--- config.mk ---
export PLATFORM = sky130hd
export DESIGN_NAME = spi_slave_core
export DESIGN_NICKNAME = d
export VERILOG_FILES = /design/src/rtl/spi_slave_core.sv
export SDC_FILE = /design/constraint.sdc
export NUM_CORES = 1
export LEC_CHECK = 0
export ABC_AREA = 1
export CAP_MARGIN = 20
export CORE_ASPECT_RATIO = 1.1
export CORE_MARGIN = 2
export CORE_UTILIZATION = 25
export CTS_CLUSTER_DIAMETER = 100
export DETAILED_ROUTE_END_ITERATION = 7
export GPL_TIMING_DRIVEN = 0
export PLACE_DENSITY_LB_ADDON = 0.05
export SLEW_MARGIN = 20
export SYNTH_ARGS = -nofsm -noshare
export SYNTH_HDL_FRONTEND = slang
export SYNTH_SLANG_ARGS = --single-unit
--- constraint.sdc ---
create_clock -name clk -period 1.4 [get_ports clk]
set_clock_uncertainty 0.2 [all_clocks]
set_input_delay 0.21 -clock clk [delete_from_list [all_inputs] [get_ports clk]]
set_output_delay 0.21 -clock clk [all_outputs]
set_load 0.01 [all_outputs]
--- src/rtl/spi_slave_core.sv ---
// SPI responder: oversamples sclk/cs/mosi in the clk domain, shifts MSB first,
// and offers a one-deep TX holding register plus a single-cycle RX strobe.
module spi_slave_core #(
  parameter int unsigned DWIDTH = 8
) (
  input  logic              clk,
  input  logic              rst,
  input  logic              sclk,
  input  logic              cs,
  input  logic              mosi,
  output logic              miso,
  output logic              miso_oe,
  input  logic [DWIDTH-1:0] tx_data,
  input  logic              tx_we,
  output logic              tx_ready,
  output logic [DWIDTH-1:0] rx_data,
  output logic              rx_valid,
  output logic              underrun,
  output logic              busy
);

  localparam int unsigned CW = (DWIDTH > 2) ? $clog2(DWIDTH) : 1;

  typedef enum logic {IDLE, ACTIVE} state_t;

  state_t              state;
  logic                sclk_s1, sclk_s2, sclk_s3;
  logic                cs_s1, cs_s2, cs_s3;
  logic                mosi_s1, mosi_s2;
  logic [DWIDTH-1:0]   tx_hold;
  logic [DWIDTH-1:0]   tx_shift;
  logic [DWIDTH-2:0]   rx_shift;
  logic [CW-1:0]       bit_cnt;
  logic                word_done;

  logic                sclk_rise, sclk_fall, cs_fall, cs_rise;
  logic                load_now;
  logic [DWIDTH-1:0]   load_val;
  logic [DWIDTH-1:0]   rx_next;

  assign sclk_rise = sclk_s2 & ~sclk_s3;
  assign sclk_fall = ~sclk_s2 & sclk_s3;
  assign cs_fall   = ~cs_s2 & cs_s3;
  assign cs_rise   = cs_s2 & ~cs_s3;

  // Shifter reload happens at frame start and on the falling edge after a word boundary.
  assign load_now = ((state == IDLE) && cs_fall) ||
                    ((state == ACTIVE) && !cs_rise && sclk_fall && word_done);
  assign load_val = tx_ready ? '0 : tx_hold;
  assign rx_next  = {rx_shift, mosi_s2};

  // miso is the shifter MSB directly; the shifter is cleared whenever the frame ends.
  assign miso = tx_shift[DWIDTH-1];

  always_ff @(posedge clk) begin
    if (rst) begin
      state     <= IDLE;
      sclk_s1   <= 1'b0;
      sclk_s2   <= 1'b0;
      sclk_s3   <= 1'b0;
      cs_s1     <= 1'b0;
      cs_s2     <= 1'b0;
      cs_s3     <= 1'b0;
      mosi_s1   <= 1'b0;
      mosi_s2   <= 1'b0;
      tx_hold   <= '0;
      tx_shift  <= '0;
      rx_shift  <= '0;
      bit_cnt   <= '0;
      word_done <= 1'b0;
      miso_oe   <= 1'b0;
      tx_ready  <= 1'b1;
      rx_data   <= '0;
      rx_valid  <= 1'b0;
      underrun  <= 1'b0;
      busy      <= 1'b0;
    end else begin
      sclk_s1  <= sclk;
      sclk_s2  <= sclk_s1;
      sclk_s3  <= sclk_s2;
      cs_s1    <= cs;
      cs_s2    <= cs_s1;
      cs_s3    <= cs_s2;
      mosi_s1  <= mosi;
      mosi_s2  <= mosi_s1;
      rx_valid <= 1'b0;
      underrun <= 1'b0;

      // A shifter load consumes the old holding contents; a concurrent write is dropped.
      if (load_now) begin
        tx_shift <= load_val;
        underrun <= tx_ready;
        tx_ready <= 1'b1;
      end else if (tx_we && tx_ready) begin
        tx_hold  <= tx_data;
        tx_ready <= 1'b0;
      end

      case (state)
        IDLE: begin
          if (cs_fall) begin
            state     <= ACTIVE;
            bit_cnt   <= '0;
            busy      <= 1'b0;
            word_done <= 1'b0;
            miso_oe   <= 1'b1;
          end
        end
        ACTIVE: begin
          if (cs_rise) begin
            state     <= IDLE;
            bit_cnt   <= '0;
            busy      <= 1'b0;
            word_done <= 1'b0;
            tx_shift  <= '0;
            miso_oe   <= 1'b0;
          end else begin
            if (sclk_rise) begin
              rx_shift <= rx_next[DWIDTH-2:0];
              if (bit_cnt == CW'(DWIDTH - 1)) begin
                bit_cnt   <= '0;
                busy      <= 1'b0;
                word_done <= 1'b1;
                rx_data   <= rx_next;
                rx_valid  <= 1'b1;
              end else begin
                bit_cnt <= bit_cnt + CW'(1);
                busy    <= 1'b1;
              end
            end
            if (sclk_fall) begin
              if (word_done) begin
                word_done <= 1'b0;
              end else begin
                tx_shift <= {tx_shift[DWIDTH-2:0], 1'b0};
              end
            end
          end
        end
        default: state <= IDLE;
      endcase
    end
  end

endmodule
== After elaboration in Yosys (flattened, before gate mapping) ==
Index checks and enable logic that the tools add are counted.

* Add/subtract/negate cells: 1
* $mul: 0
* Divide/modulo/power cells: 0
* $lt $le $gt $ge: 0
* Equal/unequal tests: 4
* Shifts and indexed selects: 0
* Mux-type cells: 29
* Bitwise operators: 12
* Reduce and logical (&&, ||, !) cells: 15

{| class="wikitable"
|+ Operators with widths
! kind !! count
|-
| $mux W8 || 6
|-
| $mux W1 || 14
|-
| $mux W3 || 4
|-
| $not A1 Y1 || 8
|-
| $pmux W1 S2 || 4
|-
| $pmux W3 S2 || 1
|-
| $reduce_and A2 Y1 || 3
|-
| $logic_and A1 B1 Y1 || 5
|-
| $and A1 B1 Y1 || 4
|-
| $reduce_and A4 Y1 || 1
|-
| $reduce_or A2 Y1 || 2
|-
| $reduce_or A4 Y1 || 1
|-
| $add A3 B1 Y3 const B || 1
|-
| $eq A3 B3 Y1 const B || 1
|-
| $ne A3 B1 Y1 const B || 1
|-
| $reduce_and A3 Y1 || 1
|-
| $ne A2 B1 Y1 const B || 1
|-
| $ne A2 B2 Y1 const B || 1
|-
| $logic_not A1 Y1 || 1
|-
| $logic_or A1 B1 Y1 || 1
|}

* Register bits: 49
* Latch bits: 0
* RAM bits: 0
* Bits in read-only memories: 0
* Bits of input ports: 14
* Memories kept: 0

== Depth between registers and ports, before layout ==
* Depth in word-level cells: 12
* Gate-level depth with buffers: 9
* Gate-level depth less buffers: 9

== Least setup slack after synthesis ==
No wires, ideal clock.

* Path type: register -> register
* Start point: register bit_cnt[0]
* End point: register rx_data[7]
* Setup time: 0.116 ns
* Data arrival time: 1.116 ns
* Slack: -0.031 ns
* Stages on the path, launching flop included: 8
* Path through: dfxtp_1 ha_1 ha_1 inv_1 nor2_1 nand2_2 o21ai_0 nor2_1

* Word-level cells in the longest chain between the ends: 2

{| class="wikitable"
|+ RTL lines
! item !! RTL line !! text
|-
| start: declaration || 33 || <nowiki>logic [CW-1:0] bit_cnt;</nowiki>
|-
| start signal: assignment || 127 || <nowiki>bit_cnt <= bit_cnt + CW'(1);</nowiki>
|-
| $eq A3 B3 Y1 || 120 || <nowiki>if (bit_cnt == CW'(DWIDTH - 1)) begin</nowiki>
|-
| $reduce_and A4 Y1 (no source line) || - ||
|-
| end signal: assignment || 124 || <nowiki>rx_data <= rx_next;</nowiki>
|-
| end: declaration || 16 || <nowiki>output logic [DWIDTH-1:0] rx_data,</nowiki>
|}

No other way between the ends.
A chain may end at the register's enable or synchronous reset.

== Worst setup path after layout ==
* Start point: register state
* End point: register tx_hold[2]

* Word-level cells in the longest chain between the ends: 6
* Elaborated cells between the ends (all ways): 8
* Those cells by class: bitwise: 2; reduce/logical: 6

{| class="wikitable"
|+ RTL lines
! item !! RTL line !! text
|-
| start: declaration || 26 || <nowiki>state_t state;</nowiki>
|-
| start signal: assignment || 57 || <nowiki>state <= IDLE;</nowiki>
|-
| start signal: assignment || 102 || <nowiki>state <= ACTIVE;</nowiki>
|-
| start signal: assignment || 111 || <nowiki>state <= IDLE;</nowiki>
|-
| $logic_and A1 B1 Y1 (3 in a row) || 48 || <nowiki>((state == ACTIVE) && !cs_rise && sclk_fall && word_done);</nowiki>
|-
| $logic_or A1 B1 Y1 (*) || 47 || <nowiki>assign load_now = ((state == IDLE) && cs_fall) ||</nowiki>
|-
| $not A1 Y1 (no source line) (*) || - ||
|-
| $reduce_and A2 Y1 (no source line) (*) || - ||
|-
| end signal: assignment || 95 || <nowiki>tx_hold <= tx_data;</nowiki>
|-
| end: declaration || 30 || <nowiki>logic [DWIDTH-1:0] tx_hold;</nowiki>
|}

Every way passes the cells marked *; elsewhere a longest branch is shown, timed or not.

==> metrics.yaml <==
logic_synthesis:
  synth.distinct_cells: 21
  ys_seq_elements: 49
  synth_area_sq_mm: 0.00201
  syn_inst: 274
  synth_mux_area_frac: 0
  yosys_warnings: 0
  syn_area_per_cell_sq_um: 7.33
  synth_compound_area_frac: 0.0809
  synth_xor_area_frac: 0
  synth-simple-area-share: 0.322
  synth_top_family_by_area: "simple AND/OR/NAND/NOR gates"
  ys_seq_area_frac: 0.488
  synth_fa_ha_area_frac: 0.0125
  synth_nets: 290
power:
  vdd_drop_max_v: 0.000483
  p_per_area_mw_per_mm2: 896
  p_leak_uw: 0.00132
floorplan:
  core_sq_mm: 0.00787
  die_w_um: 89.5
  die_height_um: 98.0
  dieArea_sq_mm: 0.00877
  start_util: 0.255
  boundaryPins: 28
  row_count: 34
worst_setup_path:
  crit_chain: "inv_4 -> nand3_4 -> nand2_8 -> nand2_8 -> buf_12 -> buf_8 -> nand3_2 -> nand2_2 -> nor2_2"
  cp_slowest_cell: "dfxtp_4"
  arrival_ns: 1.54
  end_kind: "flop"
  path_common_cell: "nand2_8"
  worstSetupPathType: "flop to flop"
  r2r-start: "state"
  cp-startpoint: "state"
  cp_max_fo: 5
  start_kind: "flop"
  required_ns: 1.46
  critPathMaxStageDelay_ns: 0.38
routing:
  wl_met2_um: 2570
  wl_met3_um: 133
  dr.pass1.iters: 4
  via_per_inst: 4.26
  wirelength_um: 5130
  remaining_drc_errors: 0
  highest_layer: "met4"
  postRouteAntennaNets: 0
  wire_per_inst_um: 11.8
  num_vias: 1850
  m1WireLength_um: 2340
  drt_iter0_drc: 26
timing:
  final-hold-violation-count: 0
  slew_headroom: 0.771
  setup_violations: 22
  fmax_ghz: 0.676
  period_minus_slack_ns: 1.48
  setup_ws_ns: -0.0802
  rsz0062_at_grt: "yes"
  hold_ws_ns: 0.197
  slew_viol_final: 0
  period_share: 1.06
  tightest_slew_ns: 0.341
finish:
  final_net_count: 341
  final_common_cell: "nand2_1"
  layout-drive-gt1-share: 0.273
  final_cell_mix: "nand2_1 (48), nor2_1 (44), dfxtp_1 (41), inv_1 (28), nand3_1 (24)"
  syn_to_final_growth_pct: 46.0
  final-instance-count-excl-fill: 434
  diodes: 0
  final_area_sq_mm: 0.00293
clock_tree:
  cts_buffers: 5
  cts_tree: "done"
  h-tree-depth: 2
  clk_latency_ns: 0.32
  clock-sinks: 49
  cts.clk_slew.worst_paths_ns: 0.10
  ctsHoldBuffers: 0
  cts_buffer_depth: 2
  root_buffer: "clkbuf_8"
placed_design:
  port_buffers: 27
  place_congestion: 0.710
  placed_area_sq_mm: 0.00242
  dpl.hpwl_um: 3350
  dp.cells: 409
outcome:
  failed_checks: "negative setup slack"
  status: "finished with violations"
job:
  drv_cap: 0
hold_path:
  hp-class: "primary input to flop"
  min_from: "mosi"
grt:
  antenna_found_initial: 0
  grt_pass1_vias: 1855
  grt_pass1_wl_um: 8700
  grt_max_degree: 19
  gr-total-overflow: 0
  grt_usage: 0.128
## power by group
part	leakage (uW)	switching, uW	internal (uW)	total [uW]
logic	0.000866	133	113	246
registers	0.000403	24.3	1430	1450
clock network	0.0000506	557	375	933
total	0.00132	715	1910	2630
## cell type report
type | instances | area, sq um
plain buffers | 8 | 70.1
clock inverters | 3 | 28.8
repair buffers | 43 | 439
well taps | 108 | 135
clock buffers | 5 | 68.8
inverters | 37 | 159
fillers | 856 | 4940
flip-flops and latches | 49 | 998
multi-input cells | 181 | 1030
## path summary, 6_finish.rpt
check	cells after the start	slack, ns	end
setup / recovery	9	-0.08	tx_hold[2]
hold / removal	3	0.20	mosi_s1
setup reg to reg	9	-0.08	tx_hold[2]
hold reg to reg	2	0.20	cs_s2
## worst max-delay path, delay by kind of cell (launching register included)
| family | cells | cell delay (ns) |
|---|---|---|
| AND/OR/NAND/NOR | 6 | 0.53 |
| flip-flops | 1 | 0.38 |
| buffers and inverters | 3 | 0.31 |
## cells in the mapped netlist, drive strengths merged
cell / instances / area share
a21oi: 18 / 0.045
buf: 7 / 0.026
clkbuf: 1 / 0.0019
dfxtp: 49 / 0.49
ha: 2 / 0.012
inv: 37 / 0.069
nand2: 61 / 0.13
nand3: 34 / 0.092
nor2: 50 / 0.095
nor3: 1 / 0.0025
o211ai: 1 / 0.0037
o21ai: 13 / 0.032
## cell families after synthesis
logic type | count (synthesis)
and+or+nand+nor | 146
adders and majority gates | 2
buffers and inverters | 45
AOI/OAI and AO/OA | 32
DFF | 49
## per-layer routing
metal / vias to the layer above / GRT usage
met5: - / 0
met4: 0 / 0.0448
met3: 5 / 0.0254
met2: 17 / 0.217
met1: 860 / 0.159
li1: 968 / -
## timing repair
item                       4_1_cts  5_1_grt
gates resized for setup         71       31
buffers inserted                12        2
cloned                           2        1
pin swaps                       14       16
setup endpoints to repair       62       45
## per-stage QoR
stage	TNS (ns)	worst slack [ns]	total power, uW	utilization
final	-0.682	-0.0802	2630	0.373
after global routing	-2.88	-0.159	2760	0.373
after CTS	-1.87	-0.111	2660	0.361
after detailed placement	-14.83	-0.499	1680	0.307
after global placement	-15.06	-0.499	1680	0.307
after floorplan	-0.0358	-0.00597	1600	-
## registers in the layout, summed over array words and instances, names as in the netlist, 3 cells and up
name	count
rx_data	8
tx_hold	8
tx_shift	8
rx_shift	7
bit_cnt	3
Power figures use the tool's default switching activity.
